## src/rtl/uart_tx.sv

```systemverilog
// UART transmitter: start bit, DATA_BITS data bits LSB first, one stop bit, no parity.
// A small FIFO feeds the shifter so queued words leave back-to-back with no idle gap.
module uart_tx #(
    parameter int CLKS_PER_BIT = 868,
    parameter int DATA_BITS    = 7,
    parameter int FIFO_DEPTH   = 4
) (
    input  logic                          clk,
    input  logic                          rst,
    input  logic [DATA_BITS-1:0]          tx_data,
    input  logic                          tx_valid,
    output logic                          tx_ready,
    output logic                          serial_tx,
    output logic                          busy,
    output logic [$clog2(FIFO_DEPTH):0]   fifo_level
);

    localparam int CNT_W = $clog2(CLKS_PER_BIT);
    localparam int IDX_W = (DATA_BITS > 1) ? $clog2(DATA_BITS) : 1;
    localparam int PTR_W = $clog2(FIFO_DEPTH);
    localparam int LVL_W = PTR_W + 1;

    localparam logic [CNT_W-1:0] CNT_LAST = CNT_W'(CLKS_PER_BIT - 1);
    localparam logic [IDX_W-1:0] IDX_LAST = IDX_W'(DATA_BITS - 1);
    localparam logic [LVL_W-1:0] LVL_FULL = LVL_W'(FIFO_DEPTH);

    typedef enum logic [1:0] {
        IDLE,
        START,
        DATA,
        STOP
    } state_t;

    state_t                 state, state_n;
    logic [CNT_W-1:0]       cnt, cnt_n;
    logic [IDX_W-1:0]       bit_idx, bit_idx_n;
    logic [DATA_BITS-1:0]   shift, shift_n;
    logic [DATA_BITS-1:0]   mem [FIFO_DEPTH];
    logic [PTR_W-1:0]       wr_ptr, rd_ptr;
    logic [LVL_W-1:0]       level_n;
    logic                   serial_n, busy_n, ready_n;
    logic                   push, pop, fifo_empty, bit_done;

    assign fifo_empty = (fifo_level == '0);
    assign bit_done   = (cnt == CNT_LAST);
    assign push       = tx_valid && tx_ready;

    // NOTE: every output of this always_comb gets a default first, so no path can infer a latch.
    always_comb begin
        state_n   = state;
        cnt_n     = bit_done ? '0 : cnt + CNT_W'(1);
        bit_idx_n = bit_idx;
        shift_n   = shift;
        pop       = 1'b0;

        case (state)
            IDLE: begin
                cnt_n = '0;
                if (!fifo_empty) begin
                    pop     = 1'b1;
                    shift_n = mem[rd_ptr];
                    state_n = START;
                end
            end
            START: begin
                if (bit_done) begin
                    state_n   = DATA;
                    bit_idx_n = '0;
                end
            end
            DATA: begin
                if (bit_done) begin
                    shift_n = shift >> 1;
                    if (bit_idx == IDX_LAST) begin
                        state_n = STOP;
                    end else begin
                        bit_idx_n = bit_idx + IDX_W'(1);
                    end
                end
            end
            STOP: begin
                if (bit_done) begin
                    if (!fifo_empty) begin
                        pop     = 1'b1;
                        shift_n = mem[rd_ptr];
                        state_n = START;
                    end else begin
                        state_n = IDLE;
                    end
                end
            end
            default: state_n = IDLE;
        endcase
    end

    // Outputs are computed from next-state values and registered, so the line never glitches.
    always_comb begin
        serial_n = 1'b1;
        case (state_n)
            START:   serial_n = 1'b0;
            DATA:    serial_n = shift_n[0];
            default: serial_n = 1'b1;
        endcase

        level_n = fifo_level;
        case ({push, pop})
            2'b10:   level_n = fifo_level + LVL_W'(1);
            2'b01:   level_n = fifo_level - LVL_W'(1);
            default: level_n = fifo_level;
        endcase

        busy_n = (state_n != IDLE) || (level_n != '0);

        // A full FIFO still accepts on an edge that is guaranteed to pop, so the freed slot
        // is refilled in the same cycle; the full FIFO is non-empty, so that pop always happens.
        ready_n = (level_n != LVL_FULL) || (state_n == IDLE) ||
                  ((state_n == STOP) && (cnt_n == CNT_LAST));
    end

    // NOTE: sequential state uses non-blocking assignments so every register samples pre-edge values.
    always_ff @(posedge clk) begin
        if (rst) begin
            state      <= IDLE;
            cnt        <= '0;
            bit_idx    <= '0;
            shift      <= '0;
            wr_ptr     <= '0;
            rd_ptr     <= '0;
            fifo_level <= '0;
            serial_tx  <= 1'b1;
            busy       <= 1'b0;
            tx_ready   <= 1'b1;
        end else begin
            state      <= state_n;
            cnt        <= cnt_n;
            bit_idx    <= bit_idx_n;
            shift      <= shift_n;
            fifo_level <= level_n;
            serial_tx  <= serial_n;
            busy       <= busy_n;
            tx_ready   <= ready_n;
            if (push) wr_ptr <= wr_ptr + PTR_W'(1);
            if (pop)  rd_ptr <= rd_ptr + PTR_W'(1);
        end
    end

    // NOTE: FIFO storage has no reset; slots are only read after being written, and the
    // pointers/level reset is what flushes the queue.
    always_ff @(posedge clk) begin
        if (!rst && push) begin
            mem[wr_ptr] <= tx_data;
        end
    end

endmodule

```

## config.mk

```make
export PLATFORM = sky130hd
export DESIGN_NAME = uart_tx
export DESIGN_NICKNAME = d
export VERILOG_FILES = /design/src/rtl/uart_tx.sv
export SDC_FILE = /design/constraint.sdc
export NUM_CORES = 1
export LEC_CHECK = 0
export CORE_MARGIN = 2
export CORE_UTILIZATION = 25
export CTS_CLUSTER_DIAMETER = 30
export DETAILED_ROUTE_END_ITERATION = 12
export PLACE_DENSITY = 0.43
export SYNTH_ARGS = -nofsm -noshare
export SYNTH_HDL_FRONTEND = slang
export SYNTH_SLANG_ARGS = --single-unit
```

## constraint.sdc

```tcl
create_clock -name clk -period 3.71 [get_ports clk]
set_clock_uncertainty 0.1 [all_clocks]
set_input_delay 0.742 -clock clk [delete_from_list [all_inputs] [get_ports clk]]
set_output_delay 0.742 -clock clk [all_outputs]
set_load 0.02 [all_outputs]
```

==> qor.csv <==
stage,metric,value,unit
run_status,status,"complete, no violations",
clock_network,cts_tree,done,
placed_design,gp_congestion,0.7230,
layout,area_delta_synth_final,19.82,%
critical_path,cp_top_family,adder cells,
clock_network,cts_resized,0,
placed_design,port_buffers,15,
power,ir_drop,260.1,uV
floorplanning,initial_core_util,25.76,%
drt,wl_per_cell,13.50,um
grt,overflow,0,
placed_design,dp_cells,413,
timing,post-route-min-period,3.361,ns
critical_path,arrival,3.46,ns
worst_hold_path,worstHoldStart,cnt[0]$_SDFF_PP0_,
critical_path,crit_slowest_cell,fa_1,
timing,max_slew_margin,50.39,%
clock_network,cts.sinks,62,
floorplanning,placementRows,39,
layout,diodes,0,
logic_synthesis,synthArstFlopShare,0,%
worst_hold_path,hp-class,reg2reg,
logic_synthesis,ys_seq_area_share,51.29,%
critical_path,cp-start-kind,register,
layout,layout_common_cells,"34 x dfxtp_1, 32 x nor2_1, 28 x edfxtp_1",
grt,grt_pass1_wl,9625,um
floorplanning,io-pin-count,16,
drt,drt_iter0_drc,58,
clock_network,cts_hold_buf,0,
logic_synthesis,synthDistinctLibCells,57,
logic_synthesis,netlist_instances,265,
clock_network,cts.clk_slew.worst_paths,0.06,ns
drt,route.met3.wl,158,um
drt,drcViolationCount,0,
logic_synthesis,synth_edf_count,28,
placed_design,post-dp-hpwl,4069,um
layout,final_common_cell,dfxtp_1,
critical_path,crit_fanout,7,
timing,fin_crit_sh,90.59,%
floorplanning,core-area,11520,um2
grt,grt_pass1_vias,1911,
worst_hold_path,worstHoldEndpoint,cnt[0]$_SDFF_PP0_,
drt,vias,1956,
floorplanning,die-area,12750,um2
placed_design,dpl_worst_slack,0.3325,ns
drt,wl_met2,2677,um
drt,wl_met1,2819,um
clock_network,post_cts_buffers,0,
critical_path,end_kind,register,
timing,setup_violations,0,
layout,drive_above_1_share,13.64,%
logic_synthesis,synth_area,2967,um2
layout,multi_input_area,1325,um2
critical_path,rrSetupSlack,0.35,ns
critical_path,cpMostUsedCell,ha_1,
logic_synthesis,ys_ff_latch,62,
grt,grt_max_degree,14,
drt,wl,5791,um
clock_network,ctsHtreeMaxLevel,3,
drt,dr.pass1.iters,4,
critical_path,r2r-end,tx_ready$_SDFF_PP1_,
grt,antenna_found_initial,0,
logic_synthesis,synthFlopType,dfxtp_1,
layout,post-route-util,30.87,%
drt,dr.max_layer_used,met4,
timing,drv_slew,0,
power,power_leakage,1.204,nW
logic_synthesis,syn_area_per_cell,11.19,um2
drt,antenna_left,0,
worst_hold_path,hold-path-cell-count,1,
timing,tightest_slew,0.7401,ns
critical_path,cp_num_buf_inv,1,
critical_path,timing.rr.start,cnt[0]$_SDFF_PP0_,
job,max_cap_violations,0,
timing,hold_violations,0,
clock_network,clock_latency,0.33,ns
critical_path,r2r_cells,12,
critical_path,critical-path-max-stage-delay,0.46,ns
floorplanning,fp.dieH,112.9,um
layout,seq_area,1521,um2
drt,vias_per_cell,4.559,
logic_synthesis,synth_nets,289,
timing,tns,0,ns
layout,final_cells,429,
timing,layout_setup_ws,0.3491,ns
power,p_per_area,693.0,nW/um2
critical_path,crit_required,3.81,ns
clock_network,root_buffer,clkbuf_16,
timing,rsz0062_at_grt,no,
layout,fillerInstances,1189,
grt,grtUsageTotal,9.918,%
power,power.total,2.464,mW
timing,fmax,0.2975,GHz
critical_path,path_class,reg2reg,
layout,num-nets-final,305,
critical_path,crit_chain,"ha_1, nor3b_4, a41oi_2, nor3_1, ha_1, inv_1, fa_1, nor2b_1, nand2_1, o21a_1, a2111oi_0, o21ai_1",
clock_network,clockBufferDepth,2,
floorplanning,fp.dieW,112.9,um
logic_synthesis,yosys_warnings,0,
clock_network,cts-buffers-inserted,9,
## worst max path at each step
stage                       from             endpoint  slack (ns)  cells after the start
6_report       cnt[0]$_SDFF_PP0_  tx_ready$_SDFF_PP1_        0.35                     12
5_1_grt        cnt[0]$_SDFF_PP0_  tx_ready$_SDFF_PP1_        0.06                     12
4_1_cts        cnt[0]$_SDFF_PP0_  tx_ready$_SDFF_PP1_        0.32                     12
3_5_place_dp   cnt[0]$_SDFF_PP0_  tx_ready$_SDFF_PP1_        0.33                     12
3_3_place_gp   cnt[0]$_SDFF_PP0_  tx_ready$_SDFF_PP1_        0.41                     12
2_1_floorplan  cnt[0]$_SDFF_PP0_  tx_ready$_SDFF_PP1_        0.57                     12
## Yosys cell counts, drive strengths merged (7+ instances only)
master	count	share of area (%)
nand3	7	1.2
nor3	7	1.3
nand2	21	2.7
edfxtp	28	28
ha	13	5.5
xnor2	8	2.4
a21oi	16	2.7
inv	9	1.1
xor2	7	2.1
dfxtp	34	23
nor2	32	4.0
mux4	7	5.3
o21ai	7	1.2
## cell type report
class	count	share of cell area (%)
clock buffers	10	6.441
clock inverters	6	2.640
inverters	9	0.9504
multi-input cells	181	37.28
flip-flops and latches	62	42.80
well taps	143	5.033
repair buffers	18	4.857
## report_power, final
part / switching, mW / internal [mW] / leakage (nW)
Clock: 0.316 / 0.592 / 0.153
Sequential: 0.0839 / 0.811 / 0.532
Combinational: 0.364 / 0.297 / 0.519
## kinds of logic after synthesis
group	share of synthesized area [%]
AO/OA/AOI/OAI	9.996
flip-flops	51.29
multiplexers	5.694
adder cells (fa/ha/maj)	6.158
XOR/XNOR	4.429
buffers and inverters	4.048
AND/OR/NAND/NOR	18.39
## through the flow
step,hold WS (ns),area [um2]
2_1_floorplan,0.3413,2967
3_3_place_gp,0.3630,3232
3_5_place_dp,0.3797,3232
4_1_cts,0.3927,3555
5_1_grt,0.4087,3555
6_report,0.3859,3555
## state kept, by name, indices dropped and copies added (netlist names), named ones only
signal      cells
bit_idx         3
busy            1
cnt            10
fifo_level      3
mem            28
rd_ptr          2
serial_tx       1
shift           7
state           2
tx_ready        1
wr_ptr          2
## metal layers
metal	GRT usage (%)	vias to the layer above
li1	-	989
met1	12.63	937
met2	15.10	20
met3	3.535	10
met4	4.634	0
met5	0	-
Note: power is estimated with default switching activity, not from simulation.
